**config.mk**
```make
export PLATFORM = sky130hd
export DESIGN_NAME = seg_scan_scheduler
export DESIGN_NICKNAME = d
export VERILOG_FILES = /design/src/rtl/seg_scan_scheduler.sv
export SDC_FILE = /design/constraint.sdc
export NUM_CORES = 1
export LEC_CHECK = 0
export ABC_AREA = 0
export CELL_PAD_IN_SITES_DETAIL_PLACEMENT = 0
export CELL_PAD_IN_SITES_GLOBAL_PLACEMENT = 2
export CORE_MARGIN = 10
export CORE_UTILIZATION = 36
export CTS_BUF_LIST = sky130_fd_sc_hd__clkbuf_4 sky130_fd_sc_hd__clkbuf_8 sky130_fd_sc_hd__clkbuf_16
export DETAILED_ROUTE_END_ITERATION = 10
export PLACE_DENSITY_LB_ADDON = 0.1
export SETUP_SLACK_MARGIN = 0.4
export SLEW_MARGIN = 20
export SYNTH_ARGS = -nofsm -noshare
export SYNTH_HDL_FRONTEND = slang
export SYNTH_SLANG_ARGS = --single-unit
```
**constraint.sdc**
```tcl
create_clock -name clk -period 5.65 [get_ports clk]
set_input_delay 1.13 -clock clk [delete_from_list [all_inputs] [get_ports clk]]
set_output_delay 1.13 -clock clk [all_outputs]
set_load 0.05 [all_outputs]
```
**src/rtl/seg_scan_scheduler.sv**
```systemverilog
// rtl/seg_scan_scheduler.sv - multiplexed 7-seg scan controller with blanking, PWM dimming and double-buffered frames
module seg_scan_scheduler #(
  parameter int NUM_DIGITS = 4,
  parameter int DWELL      = 160000,
  parameter int BLANK      = 16,
  parameter int CBITS      = 18
) (
  input  logic                    clk,
  input  logic                    rst,
  input  logic                    enable,
  input  logic                    frame_valid,
  output logic                    frame_ready,
  input  logic [7*NUM_DIGITS-1:0] frame_data,
  input  logic [3:0]              brightness,
  output logic [6:0]              segment,
  output logic [NUM_DIGITS-1:0]   digit_en,
  output logic                    frame_start
);

  localparam int IW = (NUM_DIGITS > 1) ? $clog2(NUM_DIGITS) : 1;
  localparam int FW = 7 * NUM_DIGITS;

  typedef enum logic {
    ST_BLANK = 1'b0,
    ST_DRIVE = 1'b1
  } state_t;

  state_t              state_q, state_d;
  logic [IW-1:0]       idx_q, idx_d;
  logic [CBITS-1:0]    cnt_q, cnt_d;
  // parked: FSM is held at the frame origin until the next enabled edge
  logic                parked_q, parked_d;
  logic [FW-1:0]       front_q, front_d;
  logic [FW-1:0]       pending_q, pending_d;
  logic                full_q, full_d;
  logic                ready_q, ready_d;
  logic [6:0]          seg_q, seg_d;
  logic [NUM_DIGITS-1:0] den_q, den_d;
  logic                fs_q, fs_d;
  logic                boundary;
  logic                xfer;
  logic [6:0]          sel_pattern;

  always_ff @(posedge clk) begin
    if (rst) begin
      state_q   <= ST_BLANK;
      idx_q     <= '0;
      cnt_q     <= '0;
      parked_q  <= 1'b1;
      front_q   <= '0;
      pending_q <= '0;
      full_q    <= 1'b0;
      ready_q   <= 1'b0;
      seg_q     <= '0;
      den_q     <= '0;
      fs_q      <= 1'b0;
    end else begin
      state_q   <= state_d;
      idx_q     <= idx_d;
      cnt_q     <= cnt_d;
      parked_q  <= parked_d;
      front_q   <= front_d;
      pending_q <= pending_d;
      full_q    <= full_d;
      ready_q   <= ready_d;
      seg_q     <= seg_d;
      den_q     <= den_d;
      fs_q      <= fs_d;
    end
  end

  always_comb begin
    state_d     = state_q;
    idx_d       = idx_q;
    cnt_d       = cnt_q;
    parked_d    = parked_q;
    boundary    = 1'b0;
    fs_d        = 1'b0;
    front_d     = front_q;
    pending_d   = pending_q;
    full_d      = full_q;
    seg_d       = '0;
    den_d       = '0;
    sel_pattern = '0;
    xfer        = frame_valid & ready_q;

    if (!enable) begin
      state_d  = ST_BLANK;
      idx_d    = '0;
      cnt_d    = '0;
      parked_d = 1'b1;
      boundary = 1'b1;
    end else if (parked_q) begin
      state_d  = ST_BLANK;
      idx_d    = '0;
      cnt_d    = '0;
      parked_d = 1'b0;
      boundary = 1'b1;
      fs_d     = 1'b1;
    end else begin
      case (state_q)
        ST_BLANK: begin
          if (cnt_q == CBITS'(BLANK - 1)) begin
            state_d = ST_DRIVE;
            cnt_d   = '0;
          end else begin
            cnt_d = cnt_q + CBITS'(1);
          end
        end
        ST_DRIVE: begin
          if (cnt_q == CBITS'(DWELL - 1)) begin
            state_d = ST_BLANK;
            cnt_d   = '0;
            if (idx_q == IW'(NUM_DIGITS - 1)) begin
              idx_d    = '0;
              boundary = 1'b1;
              fs_d     = 1'b1;
            end else begin
              idx_d = idx_q + IW'(1);
            end
          end else begin
            cnt_d = cnt_q + CBITS'(1);
          end
        end
        default: begin
          state_d = ST_BLANK;
          idx_d   = '0;
          cnt_d   = '0;
        end
      endcase
    end

    // commit sees the pre-edge pending, so a same-edge transfer waits a frame
    if (boundary && full_q) begin
      front_d = pending_q;
      full_d  = 1'b0;
    end
    if (xfer) begin
      pending_d = frame_data;
      full_d    = 1'b1;
    end
    ready_d = !full_d;

    for (int i = 0; i < NUM_DIGITS; i++) begin
      if (idx_d == IW'(i)) sel_pattern = front_q[7*i +: 7];
    end

    // outputs are registered from the next-state values so they line up with state
    if (enable && state_d == ST_DRIVE) begin
      for (int i = 0; i < NUM_DIGITS; i++) begin
        den_d[i] = (idx_d == IW'(i));
      end
      if (brightness == 4'hF || cnt_d[3:0] < brightness) seg_d = sel_pattern;
    end
  end

  assign segment     = seg_q;
  assign digit_en    = den_q;
  assign frame_start = fs_q;
  assign frame_ready = ready_q;

endmodule

```
Yosys cells after proc, flatten, opt, wreduce, memory -nomap -nowiden
Cells that the tools add are included.
- register bits: 92
- logic and storage cells: 63
- input port bits: 36
- output and inout port bits: 13
- eq/ne operators: 7
- order comparisons: 1
- mux-type cells: 27
- add/sub/neg operators: 2
- reductions and logical operators: 9
- bitwise operators: 5
- operators with widths (kind ; count):
    $mux 18 ; 2
    $pmux 18 s2 ; 1
    $mux 7 ; 4
    $add 18x1->18 const B ; 1
    $eq 18x18->1 const B ; 1
    $eq 18x4->1 const B ; 1
    $mux 1 ; 12
    $mux 2 ; 5
    $mux 4 ; 2
    $eq 2x2->1 const B ; 3
    $reduce_or 3->1 ; 2
    $eq 4x4->1 const B ; 1
    $lt 4x4->1 ; 1
    $not 1->1 ; 4
    $reduce_or 2->1 ; 2
    $add 2x1->2 const B ; 1
    $eq 2x1->1 const B ; 1
    $logic_and 1x1->1 ; 2
    $logic_not 2->1 ; 1
    $pmux 1 s2 ; 1
    $and 1x1->1 ; 1
    $logic_not 1->1 ; 1
    $logic_or 1x1->1 ; 1

Logic depth before layout (Yosys ltp)
- word-level depth: 11
- mapped depth: 13
- mapped depth without buffers: 13

Least setup slack after synthesis
OpenSTA, ideal clock, no wires.
- path type: in2reg
- start point: input port enable
- end point: register seg_q[0], in the netlist segment[0]
- stages on the path: 10
- data arrival time: 2724 ps
- slack: 2831 ps
- data required time: 5555 ps
- setup time: 95 ps
- cells stage by stage: nor2b_1 nand3_1 nor2_1 ha_1 nor2b_1 o21ai_0 nand2b_1 a221oi_1 o21ai_1 a221oi_1
- elaborated cells between the ends (all ways): 17
- RTL lines (item ; RTL line ; RTL):
    start, declared ; 10 ; input logic enable,
    $mux 4 ; 87 ; if (!enable) begin
    net cnt_d[1] ; 30 ; logic [CBITS-1:0] cnt_q, cnt_d;
    $lt 4x4->1 ; 153 ; if (brightness == 4'hF || cnt_d[3:0] < brightness) seg_d = sel_pattern;
    $logic_or 1x1->1 ; 153 ;
    $not 1->1 (no line) ; n/a ;
    $reduce_or 3->1 (no line) ; n/a ;
    end signal, assigned ; 66 ; seg_q <= seg_d;
    end, declared ; 37 ; logic [6:0] seg_q, seg_d;
The timed path passes the listed nets, and every way through them passes these cells.
A chain may end at the register's enable or synchronous reset.

Final worst setup path
- start point: input port enable
- end point: register seg_q[2], in the netlist segment[2]
Same word-level chain as after synthesis.

==> reports/metrics.cfg <==
[die]
rows=36
fp.dieH_um=121
chipWidth_um=121
start_util=0.370
io_pins=49
die_area_mm2=0.0145
coreArea_mm2=0.00982

[detailed_routing]
routed_wl_um=8470
drt-pass1-iter-count=4
drt_iter0_drc=106
wl_per_cell_um=14.5
ant_nets=0
vias=2775
drc_errors=0
avgViaCountPerCell=4.74

[worst_setup_path]
cp-start-kind=input pin
cp.required_ps=5890
crit_slowest_cell=clkdlybuf4s50_1
cp.arrival_ps=3630
critPathMaxFanout=7
crit_chain=clkdlybuf4s50_1 > nor2b_1 > nand3_1 > nor2_1 > ha_1 > nor2b_1 > o21ai_0 > nand2b_1 > a221oi_1 > o21ai_1 > a221oi_1
criticalPathCategory=input pin to flip-flop
critPathMaxStageDelay_ps=510
cp-end-kind=flip-flop

[timing]
hold_viol=0
tns_ps=0
period_minus_slack_ps=3380
fmax_mhz=296
setup_violations=0
fin_skew_ps=17.2
rsz0062_at_grt=no
finalMaxSlewViolations=0
relSlewSlack=0.354
worst_slew_pin_slew_ps=966
fin_crit_sh=0.599
holdWs_ps=458

[layout]
drive_gt1_frac=0.0642
final_nets=489
regArea_mm2=0.00184
multi_input_area_mm2=0.00168
stdcell_area_mm2=0.00442
syn2layout_area_growth_pct=21.5
final_util=0.450
antenna_cells=0
fillers=1038
final_cell_mix=dfxtp_1, nand2_1, nor2_1
final_common_cell=dfxtp_1

[hold_path]
hp-class=flip-flop to flip-flop

[global_routing]
antenna_found_initial=0
grt_pass1_vias=2735
grt-ovfl-total=0
grt_max_degree=64
grt_use_total=0.121
grt_pass1_wl_um=14300

[placement]
portBuffers=48
dpl_cell_area_mm2=0.00419
place.gp.congestion=0.770
hpwlAfterDp_um=6050

[yosys]
synthTopCellsByArea=dfxtp_1, mux2i_1, nand2_1, nor2_1, a21oi_1
syn_area_mm2=0.00364
ys.flop_type=dfxtp_1
ys_ff_latch=92
synth_edf_count=0
yosys_warnings=0
synth_area_leader_cell=dfxtp_1
ys_seq_area_frac=0.507
syn_area_per_cell_um2=8.93
yosysUniqueCellTypes=40
synth-async-reset-ratio=0
postSynthCellCount=407
synth_nets=448
netlist.area_leader.share=0.507

[clock_network]
insertion_delay_ps=360
cts_hold_buf=0
cts_resized=0
clock_sinks=92
ctsRootBufferMaster=clkbuf_8
clkTransAtPathRegs_ps=90
cts_tree=yes
post-cts-setup-buffer-count=0
numCtsBuffers=9
h-tree-depth=3
clk_path_buf_depth=2

[power]
p_sw_frac=0.221
p_sw_uw=272
pwr-share-seq=0.543
powerDensity_mw_per_mm2=278
clkPwrFrac=0.397
power_frac_comb=0.060
peakVddDrop_uv=127
leakage_uw=0.00174
p_int_uw=958

[outcome]
outcome=finished clean

[flow_run]
drv_cap=0

[through the flow]
step / std cells / setup WS (ps) / power, uW
after floorplan: 407 / 2830 / 720
after global placement: 570 / 2030 / 757
after detailed placement: 570 / 1940 / 758
after CTS: 585 / 2280 / 1250
after global routing: 585 / 2070 / 1280
final: 585 / 2270 / 1230
[Yosys cell counts (4+ instances only)]
cell / n
nand2_1: 75
nand3_1: 9
mux2i_1: 35
nor2_1: 62
xnor2_1: 5
a221oi_1: 7
a21oi_1: 37
clkbuf_1: 15
nand2b_1: 4
inv_1: 5
dfxtp_1: 92
and3_1: 4
xor2_1: 11
ha_1: 5
[worst max-delay path, delay by kind of cell]
kind            cells  cell delay [ps]
simple gates        5              750
buf+inv             1              510
fa+ha+maj           1              240
compound gates      4              980
[worst paths after layout]
check	endpoint	start	cells after the start	slack (ps)
setup / recovery	segment[2]	enable	11	2270
hold / removal	pending_q[2]	pending_q[2]	2	460
setup reg to reg	segment[2]	cnt_q[8]	12	2560
hold reg to reg	pending_q[2]	pending_q[2]	2	460
[layout make-up]
| type | count | share of cell area |
|---|---|---|
| timing repair buffer | 50 | 0.111 |
| clock inverter | 5 | 0.0190 |
| sequential | 92 | 0.417 |
| inverter | 5 | 0.00425 |
| multi-input combinational | 290 | 0.380 |
| clock buffer | 10 | 0.0312 |
| tap | 133 | 0.0377 |
[state kept, by name, summed over array words and instances, names as in the netlist]
signal / count
frame_start: 1
state_q: 1
front_q: 28
idx_q: 2
segment: 7
cnt_q: 18
full_q: 1
digit_en: 4
pending_q: 28
parked_q: 1
frame_ready: 1
[cells by family after synthesis]
logic type                 synth area share
and+or+nand+nor                       0.223
DFF                                   0.507
AOI/OAI and AO/OA                    0.0857
muxes                                0.0964
buffers and inverters                0.0323
xor gates and xnor gates             0.0385
adders and majority gates            0.0172
[layer usage]
layer | routed length [um] | track usage | share of wire | vias to the layer above
met5 | 0 | 0 | 0 | -
met4 | 92 | 0.0430 | 0.011 | 0
met3 | 389 | 0.0321 | 0.046 | 8
met2 | 3380 | 0.166 | 0.40 | 51
met1 | 4600 | 0.174 | 0.54 | 1257
li1 | - | - | - | 1459
[power by group through the flow]
stage / registers, uW / logic [uW] / clock network, uW
finish: 667 / 73.8 / 489
global route: 669 / 82.8 / 530
CTS: 668 / 75.6 / 503
detailed placement: 683 / 75.3 / 0
global placement: 683 / 74.7 / 0
floorplan: 683 / 37.0 / 0
Power figures use the tool's default switching activity.
